`src/rtl/kbd_ascii_fifo.sv`:
```
// kbd_ascii_fifo: consumes PS/2 set-2 scancodes from the receiver over the
// data_ready/rdn handshake, tracks break/extended prefixes and shift state,
// translates make codes to ASCII and queues them in a show-ahead FIFO.
module kbd_ascii_fifo #(
  parameter int DEPTH = 8,
  parameter int AW    = 3
) (
  input  logic       fclk,
  input  logic       rst,
  input  logic       data_ready,
  input  logic [7:0] scancode,
  output logic       rdn,
  input  logic       rd_en,
  output logic [7:0] ascii,
  output logic       empty,
  output logic       full,
  output logic       overflow
);

  localparam logic [AW:0] FULL_CNT = (AW+1)'(DEPTH);

  typedef enum logic [1:0] {
    IDLE     = 2'b00,
    ACK      = 2'b01,
    WAIT_CLR = 2'b10
  } state_t;

  state_t            state_r;
  logic [7:0]        code_r;
  logic              brk_r;
  logic              ext_r;
  logic              lshift_r;
  logic              rshift_r;
  logic              rdn_r;

  logic [7:0]        mem_r [DEPTH];
  logic [AW-1:0]     wr_ptr_r;
  logic [AW-1:0]     rd_ptr_r;
  logic [AW:0]       count_r;
  logic [7:0]        ascii_r;
  logic              empty_r;
  logic              full_r;
  logic              overflow_r;

  logic [8:0]        lookup_s;
  logic              push_s;
  logic [7:0]        push_data_s;
  logic              pop_ok_s;
  logic              push_ok_s;
  logic              ovf_set_s;
  logic [AW-1:0]     wr_ptr_nxt_s;
  logic [AW-1:0]     rd_ptr_nxt_s;
  logic [AW:0]       count_nxt_s;
  logic [7:0]        ascii_nxt_s;

  // Set-2 make code to ASCII; bit 8 flags a mapped code.
  function automatic logic [8:0] code_to_ascii(input logic [7:0] code, input logic shift);
    logic [7:0] base;
    logic [8:0] res;
    base = shift ? 8'h41 : 8'h61;
    case (code)
      8'h1C: res = {1'b1, base + 8'd0};
      8'h32: res = {1'b1, base + 8'd1};
      8'h21: res = {1'b1, base + 8'd2};
      8'h23: res = {1'b1, base + 8'd3};
      8'h24: res = {1'b1, base + 8'd4};
      8'h2B: res = {1'b1, base + 8'd5};
      8'h34: res = {1'b1, base + 8'd6};
      8'h33: res = {1'b1, base + 8'd7};
      8'h43: res = {1'b1, base + 8'd8};
      8'h3B: res = {1'b1, base + 8'd9};
      8'h42: res = {1'b1, base + 8'd10};
      8'h4B: res = {1'b1, base + 8'd11};
      8'h3A: res = {1'b1, base + 8'd12};
      8'h31: res = {1'b1, base + 8'd13};
      8'h44: res = {1'b1, base + 8'd14};
      8'h4D: res = {1'b1, base + 8'd15};
      8'h15: res = {1'b1, base + 8'd16};
      8'h2D: res = {1'b1, base + 8'd17};
      8'h1B: res = {1'b1, base + 8'd18};
      8'h2C: res = {1'b1, base + 8'd19};
      8'h3C: res = {1'b1, base + 8'd20};
      8'h2A: res = {1'b1, base + 8'd21};
      8'h1D: res = {1'b1, base + 8'd22};
      8'h22: res = {1'b1, base + 8'd23};
      8'h35: res = {1'b1, base + 8'd24};
      8'h1A: res = {1'b1, base + 8'd25};
      8'h45: res = {1'b1, 8'h30};
      8'h16: res = {1'b1, 8'h31};
      8'h1E: res = {1'b1, 8'h32};
      8'h26: res = {1'b1, 8'h33};
      8'h25: res = {1'b1, 8'h34};
      8'h2E: res = {1'b1, 8'h35};
      8'h36: res = {1'b1, 8'h36};
      8'h3D: res = {1'b1, 8'h37};
      8'h3E: res = {1'b1, 8'h38};
      8'h46: res = {1'b1, 8'h39};
      8'h29: res = {1'b1, 8'h20};
      8'h5A: res = {1'b1, 8'h0D};
      8'h66: res = {1'b1, 8'h08};
      default: res = {1'b0, 8'h00};
    endcase
    return res;
  endfunction

  // Decode the latched byte during ACK: only an unprefixed, mapped make code pushes.
  always_comb begin
    push_s      = 1'b0;
    push_data_s = 8'h00;
    lookup_s    = code_to_ascii(code_r, lshift_r | rshift_r);
    if ((state_r == ACK) && !brk_r && !ext_r &&
        (code_r != 8'hF0) && (code_r != 8'hE0) &&
        (code_r != 8'h12) && (code_r != 8'h59) && lookup_s[8]) begin
      push_s      = 1'b1;
      push_data_s = lookup_s[7:0];
    end else begin
      push_s      = 1'b0;
      push_data_s = 8'h00;
    end
  end

  // FIFO next-state: pop needs data, push into a full FIFO needs a same-cycle pop.
  always_comb begin
    pop_ok_s     = rd_en && (count_r != {(AW+1){1'b0}});
    push_ok_s    = push_s && ((count_r != FULL_CNT) || pop_ok_s);
    ovf_set_s    = push_s && (count_r == FULL_CNT) && !pop_ok_s;
    wr_ptr_nxt_s = wr_ptr_r;
    rd_ptr_nxt_s = rd_ptr_r;
    count_nxt_s  = count_r;
    ascii_nxt_s  = 8'h00;
    if (push_ok_s) begin
      wr_ptr_nxt_s = wr_ptr_r + AW'(1);
    end else begin
      wr_ptr_nxt_s = wr_ptr_r;
    end
    if (pop_ok_s) begin
      rd_ptr_nxt_s = rd_ptr_r + AW'(1);
    end else begin
      rd_ptr_nxt_s = rd_ptr_r;
    end
    case ({push_ok_s, pop_ok_s})
      2'b10:   count_nxt_s = count_r + (AW+1)'(1);
      2'b01:   count_nxt_s = count_r - (AW+1)'(1);
      default: count_nxt_s = count_r;
    endcase
    // The next head may be the entry being written this very cycle.
    if (count_nxt_s == {(AW+1){1'b0}}) begin
      ascii_nxt_s = 8'h00;
    end else if (push_ok_s && (rd_ptr_nxt_s == wr_ptr_r)) begin
      ascii_nxt_s = push_data_s;
    end else begin
      ascii_nxt_s = mem_r[rd_ptr_nxt_s];
    end
  end

  // Handshake FSM with prefix/shift tracking and registered rdn pulse.
  always_ff @(posedge fclk) begin
    if (!rst) begin
      state_r  <= IDLE;
      code_r   <= 8'h00;
      brk_r    <= 1'b0;
      ext_r    <= 1'b0;
      lshift_r <= 1'b0;
      rshift_r <= 1'b0;
      rdn_r    <= 1'b0;
    end else begin
      case (state_r)
        IDLE: begin
          if (data_ready) begin
            code_r  <= scancode;
            rdn_r   <= 1'b1;
            state_r <= ACK;
          end else begin
            rdn_r   <= 1'b0;
          end
        end
        ACK: begin
          rdn_r   <= 1'b0;
          state_r <= WAIT_CLR;
          if (code_r == 8'hF0) begin
            brk_r <= 1'b1;
          end else if (code_r == 8'hE0) begin
            ext_r <= 1'b1;
          end else if (code_r == 8'h12) begin
            lshift_r <= ~brk_r;
            brk_r    <= 1'b0;
            ext_r    <= 1'b0;
          end else if (code_r == 8'h59) begin
            rshift_r <= ~brk_r;
            brk_r    <= 1'b0;
            ext_r    <= 1'b0;
          end else begin
            brk_r <= 1'b0;
            ext_r <= 1'b0;
          end
        end
        WAIT_CLR: begin
          rdn_r <= 1'b0;
          if (!data_ready) begin
            state_r <= IDLE;
          end else begin
            state_r <= WAIT_CLR;
          end
        end
        default: begin
          rdn_r   <= 1'b0;
          state_r <= IDLE;
        end
      endcase
    end
  end

  // FIFO storage; contents need no reset because count gates visibility.
  always_ff @(posedge fclk) begin
    if (rst && push_ok_s) begin
      mem_r[wr_ptr_r] <= push_data_s;
    end
  end

  // FIFO pointers, count, registered status/head and sticky overflow.
  always_ff @(posedge fclk) begin
    if (!rst) begin
      wr_ptr_r   <= {AW{1'b0}};
      rd_ptr_r   <= {AW{1'b0}};
      count_r    <= {(AW+1){1'b0}};
      ascii_r    <= 8'h00;
      empty_r    <= 1'b1;
      full_r     <= 1'b0;
      overflow_r <= 1'b0;
    end else begin
      wr_ptr_r   <= wr_ptr_nxt_s;
      rd_ptr_r   <= rd_ptr_nxt_s;
      count_r    <= count_nxt_s;
      ascii_r    <= ascii_nxt_s;
      empty_r    <= (count_nxt_s == {(AW+1){1'b0}});
      full_r     <= (count_nxt_s == FULL_CNT);
      overflow_r <= overflow_r | ovf_set_s;
    end
  end

  assign rdn      = rdn_r;
  assign ascii    = ascii_r;
  assign empty    = empty_r;
  assign full     = full_r;
  assign overflow = overflow_r;

endmodule

```
`config.mk`:
```
export PLATFORM = sky130hd
export DESIGN_NAME = kbd_ascii_fifo
export DESIGN_NICKNAME = d
export VERILOG_FILES = /design/src/rtl/kbd_ascii_fifo.sv
export SDC_FILE = /design/constraint.sdc
export NUM_CORES = 1
export LEC_CHECK = 0
export ABC_AREA = 1
export BUFFER_PORTS_ARGS = -buffer_cell sky130_fd_sc_hd__buf_4
export CAP_MARGIN = 20
export CELL_PAD_IN_SITES_DETAIL_PLACEMENT = 0
export CELL_PAD_IN_SITES_GLOBAL_PLACEMENT = 2
export CORE_ASPECT_RATIO = 1.75
export CORE_UTILIZATION = 40
export CTS_BUF_LIST = sky130_fd_sc_hd__clkbuf_4
export CTS_CLUSTER_DIAMETER = 40
export DETAILED_ROUTE_END_ITERATION = 10
export PLACE_DENSITY = 0.82
export SETUP_SLACK_MARGIN = 0.02
export SLEW_MARGIN = 25
export SYNTH_ARGS = -nofsm -noshare
export SYNTH_HDL_FRONTEND = slang
export SYNTH_SLANG_ARGS = --single-unit
```
`constraint.sdc`:
```
create_clock -name fclk -period 3.6 [get_ports fclk]
set_input_delay 0.36 -clock fclk [delete_from_list [all_inputs] [get_ports fclk]]
set_output_delay 0.36 -clock fclk [all_outputs]
set_load 0.02 [all_outputs]
```
==> metrics.md <==
| Metric | Value |
|---|---|
| Number of global-route vias before repair | between 3,000 and 4,000 |
| Core ar. | 0.0117 mm² |
| Hpwl dp | between 9000 and 10,000 µm |
| Clk Latency, worst-skew pair | 450 ps |
| Top FF cell, synth | edfxtp_1 |
| Period minus WS final | 3240 ps |
| Post-synthesis cell area | roughly 0.0049 mm² |
| Final setup skew | slightly below 10 ps |
| Synth cell types | 39 |
| Measured slew at the worst slew-check pin | approximately 1000 ps |
| Synth Warn # | 0 |
| Crit path launch type | flip-flop |
| Crit path max-delay family | simple AND/OR/NAND/NOR gates |
| WL final | around 13,000 µm |
| Crit path top cell by count | nor2_2 |
| Post-synth net total | between 500 and 600 |
| GP Congestion | 0.942 |
| DRC errors left | 0 |
| Design area | 0.00543 mm² |
| Final Setup Violations | 0 |
| Cell Area, Placed | ~0.0053 mm² |
| Total power | 2970 µW |
| Hold buffers post-CTS | 0 |
| Most common cell in the netlist | nand2_1 |
| Synth top cells by count | nand2_1, nor2_1, edfxtp_1, o21ai_0 |
| Via density | between 5 and 6 |
| Vias | 3,882 |
| Leading area contributor after synthesis | edfxtp_1 |
| Worst Path Max Fanout | 12 |
| Fillers | 1,188 |
| Clk sinks | 100 |
| Die footprint | 0.0126 mm² |
| Layout cells sized above 1 | approximately a fifth |
| Synth area leaders | edfxtp_1, dfxtp_1, nand2_1 |
| Post-CTS Setup Bufs | 0 |
| Slew Limit Fails | 0 |
| CTS tree | yes |
| Synth Instances | 551 |
| WP data required | 3960 ps |
| Routed Antenna Nets | 0 |
| WL per Instance | ~17 µm |
| Setup_tns | 0 ps |
| Total global-route track usage | a little over a fifth |
| Clock Root Buffer | clkbuf_4 |
| Arrival time worst endpoint | roughly 3600 ps |
| Run status | completed |
| Top cell type's share of synthesized area | 39.5% |
| Crit-path slowest cell | dfxtp_1 |
| Final core occ | a little under half |
| Die H | around 150 µm |
| PwrDens | approximately 550 mW/mm² |
| Fin. Hold Viols | 0 |
| Largest net degree at the start of global routing | 33 |
| # resized after CTS | 0 |
| Synthesized area per cell | between 8 and 9 µm² |
| TritonCTS buffer count | 9 |
| Worst path max stage delay | around 430 ps |
| Initial core utilization | 41.5% |
| RSZ-0062 raised after global routing | no |
| Fmax | roughly 310 MHz |
| NumNets Final | slightly above 600 |
| CP Cell Sequence | nand2_2 -> nor2_2 -> inv_1 -> nor2_2 -> nor2_2 -> nand3_1 -> nor2_2 -> nand3_4 -> nand2_2 -> nand2_2 -> xor2_1 -> inv_1 -> ha_1 -> nor2_1 -> nand3_1 -> nand2_1 -> nand2_1 -> nand2_1 -> nand2_1 -> nor2_2 -> nand2_2 -> nand2_4 -> nor2_2 |
| I/O Buffers | 23 |
| CP Buf/Inv Count | 2 |
| Worst vdd ir | between 150 and 200 µV |
| Worst setup EP type | flip-flop |
| Sequential area share after synthesis | between 50% and 60% |
| Leakage power | between 0.002 and 0.0025 µW |
| Final Cycle Share | around 90% |
| CP Class | flip-flop to flip-flop |
| Area Growth Syn to Fin | 11.7% |
| Deepest clock path buffer count | 2 |
| Post-synth EDFFs | between 60 and 70 |
| Initial DRC Count | about 190 |
| Total grt overflow | 0 |
| Relative slew slack | 32.9% |
| Register bit count reported by yosys | 100 |
| Row Count | 52 |
| IO Count | 24 |
| Hold Path Class | input pin to flip-flop |
| Initial antenna violation count | 1 |
| Synth async-reset ratio | 0% |
| TritonRoute pass-1 iters | 4 |
| Chip width | around 85 µm |
| Worst-path clk slew | around 150 ps |
| First-pass GRT wire length | around 20,000 µm |
| DP Cell Count | around 710 |
| Max Cap Viol | 0 |
| Final Non-Filler Cells | roughly 730 |
| Htree depth | 3 |
[path summary, 6_finish.rpt]
| kind | slack, ps | cells past startpoint | startpoint | endpoint |
|---|---|---|---|---|
| setup reg to reg | 360 | 23 | code_r[1]$_SDFFE_PN0P_ | ascii[1]$_SDFF_PP0_ |
| hold reg to reg | 480 | 2 | ext_r$_SDFFE_PN0P_ | ext_r$_SDFFE_PN0P_ |
| setup / recovery | 360 | 23 | code_r[1]$_SDFFE_PN0P_ | ascii[1]$_SDFF_PP0_ |
| hold / removal | 180 | 3 | scancode[5] | code_r[5]$_SDFFE_PN0P_ |
[cell type report]
class / instances / area (µm²) / area share (%)
clock buffer: 10 / 75.1 / 1.38
inverter: 49 / 184 / 3.38
antenna: 1 / 2.50 / 0.0461
multi-input combinational: 388 / 1980 / 36.4
clock inverter: 6 / 85.1 / 1.57
timing repair buffer: 40 / 300 / 5.53
sequential: 100 / 2640 / 48.6
tap: 135 / 169 / 3.11
[state kept, by name, indices dropped and copies added, names as in the netlist, 2 cells and up]
name and count:
ascii 8, code_r 8, count_r 4, mem_r 64, rd_ptr_r 3, state_r 2, wr_ptr_r 3
[where the power goes]
group,internal (µW),leakage [µW],switching (µW)
sequential,1270,0.000852,41.4
clock,291,0.0000865,376
combinational,324,0.00114,666
total,1880,0.00208,1080
[cell families (layout without fill, tap and decap cells)]
group                    after synthesis  count (layout)  share of synthesized area (%)
AND/OR/NAND/NOR                      269             269                           26.4
buffers and inverters                 63             105                           5.04
AO/OA/AOI/OAI                        111             111                           12.5
XOR/XNOR                               4               4                          0.720
flip-flops                           100             100                           54.3
other                                  0               1                              0
adder cells (fa/ha/maj)                4               4                           1.03
[cell usage in the layout (no fill, tap or decap), types with 3 or more instances in the layout]
cell type  Yosys  final
xor2_1         4      4
nand2_2       14     14
ha_1           4      4
nor2_4         4      4
clkinv_1       2      4
inv_2         11     11
nand2_1       90     90
dfxtp_1       36     36
o21ai_1        5      5
nor2_2        16     16
buf_4          0     40
nor3_2         3      3
nand3_1       27     27
o22ai_1       17     17
o21ai_0       57     57
or2_2          4      4
nor3_1        12     12
edfxtp_1      64     64
a21oi_1       24     24
clkbuf_4       0     10
nor2_1        77     77
nor4_1         6      6
inv_1         36     36
nand4_1        7      7
[layer usage]
| metal | vias up | global-route usage (%) | share of wire [%] |
|---|---|---|---|
| met1 | 1833 | 18.1 | 34 |
| met5 | - | 0 | 0 |
| met4 | 0 | 10.4 | 4.0 |
| met2 | 57 | 45.2 | 60 |
| li1 | 1961 | - | - |
| met3 | 31 | 3.18 | 2.1 |
[tightest hold or removal path: cells and delay by family]
kind                   cells  cell delay (ps)
AO/OA/AOI/OAI              2              170
buffers and inverters      1               70
[through the flow]
stage	hold WS, ps	setup WS [ps]
detailed placement	462	340
global placement	456	360
finish	179	363
CTS	165	318
global route	165	79.5
floorplan	430	722
Note: power is estimated with default switching activity, not from simulation.
